File: src/rtl/frame_sync_pkg.sv
// frame_sync_pkg
//   Shared definitions for the parametrised frame synchroniser.
//   - ST_* : 2-bit state encoding, also driven out on the State port.
//   - popcount : number of set bits in a 32-bit vector (used to count
//     mismatched bits between the received window and the sync word).
package frame_sync_pkg;

  localparam logic [1:0] ST_SEARCH = 2'b00;
  localparam logic [1:0] ST_VERIFY = 2'b01;
  localparam logic [1:0] ST_LOCK   = 2'b10;
  localparam logic [1:0] ST_CHECK  = 2'b11;

  function automatic logic [5:0] popcount(input logic [31:0] v);
    logic [5:0] n;
    n = '0;
    for (int i = 0; i < 32; i++) begin
      n = n + {5'b0, v[i]};
    end
    return n;
  endfunction

endpackage

File: src/rtl/frame_sync_param_sync_correlator.sv
// sync_correlator
//   Sliding-window correlator for the serial sync word. The window is the
//   previous SYNC_W-1 received bits plus the bit currently on data_in, so
//   hit is combinational on the cycle the last sync bit arrives.
//   Ports:
//     clk      in  clock, rising edge
//     rst      in  synchronous active-high reset
//     data_in  in  serial bit, one per clock
//     hit      out window differs from SYNC_WORD in at most MAX_ERR bits
//                  (held low until a full window has been received)
module sync_correlator
  import frame_sync_pkg::*;
#(
  parameter int                SYNC_W    = 7,
  parameter logic [SYNC_W-1:0] SYNC_WORD = 7'b1110010,
  parameter int                MAX_ERR   = 0
) (
  input  logic clk,
  input  logic rst,
  input  logic data_in,
  output logic hit
);

  localparam int               FILL_W    = $clog2(SYNC_W);
  localparam logic [FILL_W-1:0] FILL_FULL = FILL_W'(SYNC_W - 1);
  localparam logic [5:0]       ERR_LIMIT = 6'(MAX_ERR);

  // Only SYNC_W-1 history bits are needed: the newest bit comes from data_in.
  logic [SYNC_W-2:0] sr_q, sr_d;
  logic [FILL_W-1:0] fill_q, fill_d;
  logic [SYNC_W-1:0] cand;
  logic [5:0]        err_cnt;

  always_comb begin
    cand    = {sr_q, data_in};
    sr_d    = cand[SYNC_W-2:0];
    // Fill counter saturates once SYNC_W-1 bits are stored; from then on
    // every window is made of real received bits.
    fill_d  = (fill_q == FILL_FULL) ? fill_q : fill_q + 1'b1;
    err_cnt = popcount(32'(cand ^ SYNC_WORD));
    hit     = (fill_q == FILL_FULL) && (err_cnt <= ERR_LIMIT);
  end

  always_ff @(posedge clk) begin
    if (rst) begin
      sr_q   <= '0;
      fill_q <= '0;
    end else begin
      sr_q   <= sr_d;
      fill_q <= fill_d;
    end
  end

endmodule

File: src/rtl/frame_sync_param.sv
// frame_sync_param
//   Serial frame synchroniser. A frame is FRAME_LEN bits: payload at bit
//   positions 0..FRAME_LEN-SYNC_W-1 followed by the sync word, whose last
//   bit sits at position FRAME_LEN-1 (the expected position). Lock needs
//   CONFIRM_N consecutive hits at the expected position; lock is dropped
//   after LOSE_M consecutive misses there.
//   Ports:
//     Clock       in   sole clock, rising edge
//     Reset       in   synchronous active-high reset
//     DataIn      in   serial stream, one bit per clock
//     DataOut     out  DataIn delayed by one clock
//     DataOutEn   out  DataOut carries a payload bit of a locked frame
//     FrameStart  out  marks the first payload bit of each frame
//     State       out  00 SEARCH, 01 VERIFY, 10 LOCK, 11 CHECK
//     LockLost    out  one-clock pulse when LOCK/CHECK falls to SEARCH
module frame_sync_param
  import frame_sync_pkg::*;
#(
  parameter int                SYNC_W    = 7,
  parameter logic [SYNC_W-1:0] SYNC_WORD = 7'b1110010,
  parameter int                FRAME_LEN = 256,
  parameter int                CONFIRM_N = 2,
  parameter int                LOSE_M    = 3,
  parameter int                MAX_ERR   = 0
) (
  input  logic       Clock,
  input  logic       Reset,
  input  logic       DataIn,
  output logic       DataOut,
  output logic       DataOutEn,
  output logic       FrameStart,
  output logic [1:0] State,
  output logic       LockLost
);

  localparam int BC_W = $clog2(FRAME_LEN);
  localparam int HC_W = $clog2(CONFIRM_N + 1);
  localparam int MC_W = $clog2(LOSE_M + 1);

  localparam logic [BC_W-1:0] BIT_LAST = BC_W'(FRAME_LEN - 1);
  localparam logic [BC_W-1:0] PAY_LEN  = BC_W'(FRAME_LEN - SYNC_W);
  localparam logic [HC_W-1:0] HIT_ONE  = HC_W'(1);
  localparam logic [HC_W-1:0] HIT_TGT  = HC_W'(CONFIRM_N);
  localparam logic [MC_W-1:0] MISS_ONE = MC_W'(1);
  localparam logic [MC_W-1:0] MISS_TGT = MC_W'(LOSE_M);

  logic            hit;
  logic            at_exp;
  logic            locked;

  logic [1:0]      state_q,     state_d;
  logic [BC_W-1:0] bitcnt_q,    bitcnt_d;
  logic [HC_W-1:0] hitcnt_q,    hitcnt_d;
  logic [MC_W-1:0] misscnt_q,   misscnt_d;
  logic            data_out_q,  data_out_d;
  logic            out_en_q,    out_en_d;
  logic            frm_start_q, frm_start_d;
  logic            lock_lost_q, lock_lost_d;

  sync_correlator #(
    .SYNC_W    (SYNC_W),
    .SYNC_WORD (SYNC_WORD),
    .MAX_ERR   (MAX_ERR)
  ) u_corr (
    .clk     (Clock),
    .rst     (Reset),
    .data_in (DataIn),
    .hit     (hit)
  );

  always_comb begin
    at_exp      = (bitcnt_q == BIT_LAST);
    state_d     = state_q;
    bitcnt_d    = at_exp ? '0 : bitcnt_q + 1'b1;
    hitcnt_d    = hitcnt_q;
    misscnt_d   = misscnt_q;
    lock_lost_d = 1'b0;

    case (state_q)
      ST_SEARCH: begin
        if (hit) begin
          // The bit after the sync word is payload position 0.
          bitcnt_d  = '0;
          hitcnt_d  = HIT_ONE;
          misscnt_d = '0;
          state_d   = (CONFIRM_N == 1) ? ST_LOCK : ST_VERIFY;
        end
      end

      ST_VERIFY: begin
        if (at_exp) begin
          if (hit) begin
            if (hitcnt_q + 1'b1 == HIT_TGT) begin
              state_d  = ST_LOCK;
              hitcnt_d = '0;
            end else begin
              hitcnt_d = hitcnt_q + 1'b1;
            end
          end else begin
            state_d  = ST_SEARCH;
            hitcnt_d = '0;
          end
        end else if (hit && (hitcnt_q == HIT_ONE) && (bitcnt_q == '0)) begin
          // A hit directly after the entering hit (overlapping pattern)
          // re-anchors the frame on the later hit.
          bitcnt_d = '0;
        end
      end

      ST_LOCK: begin
        if (at_exp && !hit) begin
          if (LOSE_M == 1) begin
            state_d     = ST_SEARCH;
            lock_lost_d = 1'b1;
            misscnt_d   = '0;
          end else begin
            state_d   = ST_CHECK;
            misscnt_d = MISS_ONE;
          end
        end
      end

      ST_CHECK: begin
        if (at_exp) begin
          if (hit) begin
            state_d   = ST_LOCK;
            misscnt_d = '0;
          end else if (misscnt_q + 1'b1 == MISS_TGT) begin
            state_d     = ST_SEARCH;
            lock_lost_d = 1'b1;
            misscnt_d   = '0;
          end else begin
            misscnt_d = misscnt_q + 1'b1;
          end
        end
      end

      default: begin
        state_d   = ST_SEARCH;
        hitcnt_d  = '0;
        misscnt_d = '0;
      end
    endcase

    // Output qualifiers look at the state/position of the bit now on DataIn,
    // so they line up with that bit once it is registered onto DataOut.
    locked      = (state_q == ST_LOCK) || (state_q == ST_CHECK);
    data_out_d  = DataIn;
    out_en_d    = locked && (bitcnt_q < PAY_LEN);
    frm_start_d = locked && (bitcnt_q == '0);
  end

  always_ff @(posedge Clock) begin
    if (Reset) begin
      state_q     <= ST_SEARCH;
      bitcnt_q    <= '0;
      hitcnt_q    <= '0;
      misscnt_q   <= '0;
      data_out_q  <= 1'b0;
      out_en_q    <= 1'b0;
      frm_start_q <= 1'b0;
      lock_lost_q <= 1'b0;
    end else begin
      state_q     <= state_d;
      bitcnt_q    <= bitcnt_d;
      hitcnt_q    <= hitcnt_d;
      misscnt_q   <= misscnt_d;
      data_out_q  <= data_out_d;
      out_en_q    <= out_en_d;
      frm_start_q <= frm_start_d;
      lock_lost_q <= lock_lost_d;
    end
  end

  assign DataOut    = data_out_q;
  assign DataOutEn  = out_en_q;
  assign FrameStart = frm_start_q;
  assign State      = state_q;
  assign LockLost   = lock_lost_q;

endmodule

File: config.mk
export PLATFORM = sky130hd
export DESIGN_NAME = frame_sync_param
export DESIGN_NICKNAME = d
export VERILOG_FILES = /design/src/rtl/frame_sync_pkg.sv /design/src/rtl/frame_sync_param_sync_correlator.sv /design/src/rtl/frame_sync_param.sv
export SDC_FILE = /design/constraint.sdc
export NUM_CORES = 1
export LEC_CHECK = 0
export BUFFER_PORTS_ARGS = -buffer_cell sky130_fd_sc_hd__buf_2
export CAP_MARGIN = 25
export CORE_MARGIN = 5
export CORE_UTILIZATION = 28
export DETAILED_ROUTE_END_ITERATION = 10
export PLACE_DENSITY = 0.42
export SYNTH_ARGS = -nofsm -noshare
export SYNTH_HDL_FRONTEND = slang
export SYNTH_SLANG_ARGS = --single-unit
File: constraint.sdc
create_clock -name Clock -period 6.15 [get_ports Clock]
set_input_delay 0 -clock Clock [delete_from_list [all_inputs] [get_ports Clock]]
set_output_delay 0 -clock Clock [all_outputs]
set_load 0.02 [all_outputs]
### After elaboration in Yosys (flattened, before gate mapping)

Cells that the tools add are included.

| storage, ports and cells | value |
|---|---|
| bits in writable memories | 0 |
| word-level logic and storage cells | 80 |
| bits in latches | 0 |
| input bits | 3 |
| memories | 0 |
| output and inout bits | 6 |
| ROM bits | 0 |
| bits in registers | 27 |

| cells by class | value |
|---|---|
| equality and inequality tests | 14 |
| add/sub/neg operators | 10 |
| multiply operators | 0 |
| multiplexer cells | 25 |
| shift-type cells | 0 |
| divide/modulo/power cells | 0 |
| reduce and logical (&&, ||, !) cells | 16 |
| bitwise logic cells | 3 |
| magnitude comparators | 2 |

Operator list:

| cell | number |
|---|---|
| $mux 2 | 16 |
| $mux 8 | 4 |
| $add 6x1->6 | 5 |
| $pmux 8 s2 | 1 |
| $add 8x1->8 const B | 1 |
| $eq 2x2->1 const B | 4 |
| $eq 8x8->1 const B | 1 |
| $logic_not 8->1 | 1 |
| $lt 8x8->1 const B | 1 |
| $ne 2x2->1 const B | 4 |
| $pmux 2 s4 | 1 |
| $le 6x1->1 const B | 1 |
| $logic_and 1x1->1 | 6 |
| $ne 3x3->1 const B | 2 |
| $pmux 2 s3 | 1 |
| $reduce_and 6->1 | 1 |
| $add 2x1->2 const B | 2 |
| $eq 2x1->1 const B | 2 |
| $not 4->4 | 1 |
| $pmux 2 s2 | 1 |
| $reduce_and 4->1 | 1 |
| $reduce_or 4->1 | 1 |
| $add 3x1->3 const B | 1 |
| $eq 3x3->1 const B | 1 |
| 9 further kinds | 10 |

### Logic depth before layout (Yosys ltp)

| depth | value |
|---|---|
| depth after elaboration | 14 |
| gate-level depth with buffers | 13 |
| gate-level depth less buffers | 13 |

### Cells and area by module

From an unflattened synthesis, not the netlist that was laid out.

| unflattened totals | value |
|---|---|
| cells, all modules | 150 |
| area, all modules | 1,400.1 um^2 |

By module, submodules not included:

| module | seq. area each (um^2) | instances | cells an instance | area each (um^2) |
|---|---|---|---|---|
| frame_sync_param | 360.3 | 1 | 109 | 975.9 |
| sync_correlator | 180.2 | 1 | 41 | 424.2 |

### Worst setup path before layout

No wires, ideal clock.

| path | value |
|---|---|
| path kind | register to register |
| start point | reg u_corr.sr_q[0] |
| end point | reg state_q[0], in the netlist State[0] |
| data required time | 6,071 ps |
| path slack | 2,535 ps |
| period minus slack after synthesis | 3,615 ps |
| arrival time | 3,536 ps |
| cell stages (with the launch flop) | 14 |
| setup time | 79 ps |
| buffers on the path | 0 |
| cell sequence | dfxtp_1 inv_1 ha_1 fa_1 inv_1 fa_1 inv_1 ha_1 inv_1 fa_1 a211o_1 a211o_1 mux2_4 a211oi_2 |

| on the way | value |
|---|---|
| longest elaborated chain between the ends | 13 |
| elaborated cells between the ends (all ways) | 21 |
| classes of those cells | add/sub: 6; order compare: 1; eq/ne: 4; mux: 5; bitwise: 1; reduce/logical: 4 |

RTL lines:

| what | RTL line | source |
|---|---|---|
| from (decl) | frame_sync_param_sync_correlator.sv:29 | `logic [SYNC_W-2:0] sr_q, sr_d;` |
| from (signal assigned) | frame_sync_param_sync_correlator.sv:49 | `sr_q <= sr_d;` |
| $not 4->4 (no line) * | n/a |  |
| $add 1x1->2 * | frame_sync_pkg.sv:17 | `n = n + {5'b0, v[i]};` |
| $add 6x1->6 * (5 in series) | frame_sync_pkg.sv:17 |  |
| $le 6x1->1 * | frame_sync_param_sync_correlator.sv:41 | `hit = (fill_q == FILL_FULL) && (err_cnt <= ERR_LIMIT);` |
| $logic_and 1x1->1 * | frame_sync_param_sync_correlator.sv:41 |  |
| $logic_not 1->1 | frame_sync_param.sv:111 | `if (at_exp && !hit) begin` |
| $logic_and 1x1->1 | frame_sync_param.sv:111 |  |
| $ne 2x2->1 (no line) | n/a |  |
| $reduce_and 6->1 (no line) | n/a |  |
| to (signal assigned) | frame_sync_param.sv:164 | `state_q <= state_d;` |
| to (decl) | frame_sync_param.sv:51 | `logic [1:0] state_q, state_d;` |

Every way passes the cells marked *; elsewhere a longest branch is shown, timed or not. The select of a mux whose other input is x is not followed.
A chain may end at the register's enable or synchronous reset.

### Worst setup path in the final report

| path | value |
|---|---|
| start point | in DataIn |
| end point | reg bitcnt_q[7] |

| on the way | value |
|---|---|
| longest elaborated chain between the ends | 13 |
| elaborated cells between the ends (all ways) | 14 |
| classes of those cells | add/sub: 6; order compare: 1; mux: 4; reduce/logical: 3 |

RTL lines:

| what | RTL line | source |
|---|---|---|
| from (decl) | frame_sync_param.sv:28 | `input logic DataIn,` |
| $add 1x1->2 * | frame_sync_pkg.sv:17 |  |
| $add 6x1->6 * (5 in series) | frame_sync_pkg.sv:17 |  |
| $le 6x1->1 * | frame_sync_param_sync_correlator.sv:41 |  |
| $logic_and 1x1->1 * | frame_sync_param_sync_correlator.sv:41 |  |
| $logic_and 1x1->1 (2 in series) | frame_sync_param.sv:103 | `end else if (hit && (hitcnt_q == HIT_ONE) && (bitcnt_q == '0)) begin` |
| $mux 8 | frame_sync_param.sv:103 |  |
| $mux 8 | frame_sync_param.sv:91 | `if (at_exp) begin` |
| $pmux 8 s2 * | frame_sync_param.sv:79 | `case (state_q)` |
| to (signal assigned) | frame_sync_param.sv:165 | `bitcnt_q <= bitcnt_d;` |
| to (decl) | frame_sync_param.sv:52 | `logic [BC_W-1:0] bitcnt_q, bitcnt_d;` |

Every way passes the cells marked *; elsewhere a longest branch is shown, timed or not.

==> results.cfg <==
[outcome]
outcome = finished clean

[synthesis]
postSynth.asyncResetShare_pct = 0
synth_top_family_by_area = simple AND/OR/NAND/NOR gates
synth_top_area_share_pct = 40.1
ys_seq_area_share_pct = 40.1
synthMuxAreaShare_pct = 1.16
syn_avg_cell_area_um2 = 8.89
synth_compound_area_share_pct = 12.3
synth-simple-area-share_pct = 23.2
synth_fa_ha_area_share_pct = 12.3
yosysWarnings = 0
synth_seq_cells = 26
synth_top_area_cell = dfxtp_1
synth_most_common_cell = dfxtp_1
synth_flop_cell = dfxtp_1
synth-xor-area-share_pct = 4.73
yosys-top-cells-area = dfxtp_1, ha_1, inv_1, nor2_1, fa_1
ys_top_cells_by_count = dfxtp_1, inv_1, nor2_1
synth-edff-count = 0
synth.cell_area_um2 = 1300
synth.distinct_cells = 33
syn_inst = 146
synth_fp_nets = 160

[detailed_routing]
finalWirelength_um = 2650
ant_nets = 0
wl_per_cell_um = 12.7
vias = 1012
vias_per_cell = 4.87
dr.pass1.iters = 4
drt_iter0_drc = 46
drc = 0

[global_route]
use_met1_pct = 11.5
grt_busiest_layer = met2
antenna_found_initial = 0
grt_pass1_vias = 981
grt_pass1_wl_um = 4460
grt_max_degree = 18
gr-total-overflow = 0
gr-usage-met2_pct = 14.6
grt_usage_pct = 8.99
grt_use_met3_pct = 1.95

[cts]
cts_tree = yes
cts_buffers = 3
clkLatencyLatePin_ps = 270
cts_buffer_depth = 2
clk_pin_slew_ps = 90
cts_root_buf = clkbuf_8
cts.sinks = 26
htree_num_levels = 1
cts_resized = 0

[die]
core_area_um2 = 4410
die-area_um2 = 6090
boundaryPins = 9
die_y_um = 78.1
rows = 24
initial_core_util_pct = 29.4
die-width_um = 78.1

[setup_path]
path_depth = 14
rr_startpoint = u_corr.sr_q[0]
r2r_slack_ps = 2400
cp_cell_sequence = dlygate4sd3_1 -> buf_2 -> ha_1 -> fa_1 -> inv_1 -> fa_1 -> inv_1 -> ha_1 -> inv_1 -> fa_1 -> a211o_1 -> a2111oi_2 -> a21o_2 -> nor3_1
r2r_cells = 13
start_kind = input pin
regToRegEndpoint = bitcnt_q[7]
crit_end = bitcnt_q[7]
critPathSlowestCell = a2111oi_2
cp_max_fo = 8
critPathCaptureType = flop
crit_path_max_incr_delay_ps = 600
worstPathRequired_ps = 6300
crit_buf_inv = 5
crit_start = DataIn
worstSetupPathType = input pin to flop
critPathTopFamily = adder cells
cp.arrival_ps = 3920

[power]
powerDensity_nw_per_um2 = 239
irDropWorstVdd_v = 0.0000728
p_leak_nw = 0.571
p_total_w = 0.000352

[worst_hold_path]
hold_class = input pin to flop

[layout]
nFillCells = 457
nets = 171
n_antenna_cell = 0
area_growth_syn_to_layout_pct = 13.5
drive_above_1_share_pct = 10.9
stdcell_count = 208

[timing]
tns_ps = 0
hold_viol_final = 0
fmax_ghz = 0.265
relSlewSlack_pct = 60.7
period_share_pct = 61.3
rsz0062_at_grt = false
setup_viol = 0
finalCriticalPeriod_ps = 3770
worst_slew_pin_slew_ps = 575
clock-skew-final_ps = 4.31
slew_viol_final = 0

[place]
place_congestion = 0.805
dpl.hpwl_um = 2030
numPortBuffers = 8
place_inst = 203

[flow_run]
maxCapViolCount = 0
[state kept, by name, summed over array words and instances (netlist names), 2 cells and up, named ones only]
register	flops
u_corr.fill_q	3
misscnt_q	2
bitcnt_q	8
u_corr.sr_q	6
hitcnt_q	2
[worst register-to-register path: stages (launching register included)]
cell and delay (ps):
dfxtp_1 330, inv_1 50, ha_1 290, fa_1 510, inv_1 50, fa_1 470, inv_1 70, ha_1 160
inv_1 50, fa_1 370, a211o_1 290, a2111oi_2 600, a21o_2 300, nor3_1 80
[through the flow]
stage	instance area [µm²]	utilization (%)	hold WS, ps	setup WS [ps]
6_report	1470	33.4	90.0	2380
5_1_grt	1470	33.4	119	2150
4_1_cts	1470	33.4	83.0	2340
3_5_place_dp	1390	31.5	239	2360
3_3_place_gp	1390	31.5	242	2430
2_1_floorplan	1300	-	128	2530
[power breakdown]
part	internal, W	leakage [nW]	switching (W)
clock	0.0000870	0.0357	0.0000548
sequential	0.000173	0.211	0.00000408
combinational	0.0000137	0.324	0.0000190
[worst min-delay path by stage]
stage	from	to	slack, ps	depth (start not counted)
finish	Reset	u_corr.sr_q[2]	90	2
global route	Reset	u_corr.sr_q[1]	120	2
CTS	Reset	u_corr.sr_q[2]	80	2
detailed placement	DataIn	u_corr.sr_q[0]	240	2
global placement	DataIn	u_corr.sr_q[0]	240	2
floorplan	DataIn	u_corr.sr_q[0]	130	1
[per-layer routing]
layer  part of all wire (%)  up-vias  wire [µm]
met3                    3.6        2         96
met4                   0.83        0         22
met1                     47      475       1250
met5                      0        -          0
met2                     48       13       1280
li1                       -      522          -
[cells by family after synthesis]
kind of cell	count (synthesis)
compound gates	21
mux	1
fa+ha+maj	11
xor+xnor	7
simple gates	59
buf+inv	21
flops	26
[cell usage in the layout, fill, tap and decap left out, types with 2 or more instances in the layout]
cell type / n
a211o_1: 2
a211oi_1: 6
a21oi_1: 3
buf_2: 8
clkbuf_8: 3
dfxtp_1: 26
fa_1: 3
ha_1: 8
inv_1: 18
nand2_1: 7
nand2b_1: 5
nand3_1: 4
nand4_1: 4
nor2_1: 17
nor2b_1: 2
nor3_1: 10
nor4_1: 2
o21ai_0: 3
o41ai_1: 2
or4_1: 2
xnor2_1: 4
xor2_1: 3
[layout make-up]
type	instances	area [µm²]	area share, %
multi-input cells	99	698	47.4
clock buffers	3	41.3	2.80
repair buffers	9	50.0	3.40
flip-flops and latches	26	520	35.3
well taps	52	65.1	4.42
inverters	18	67.6	4.59
clock inverters	1	30.0	2.04
[timing repair]
item | 4_1_cts | 5_1_grt
buffers inserted | 0 | 0
hold buffers | 1 | 0
endpoints found under the hold margin | 1 | 0
Power figures use the tool's default switching activity.
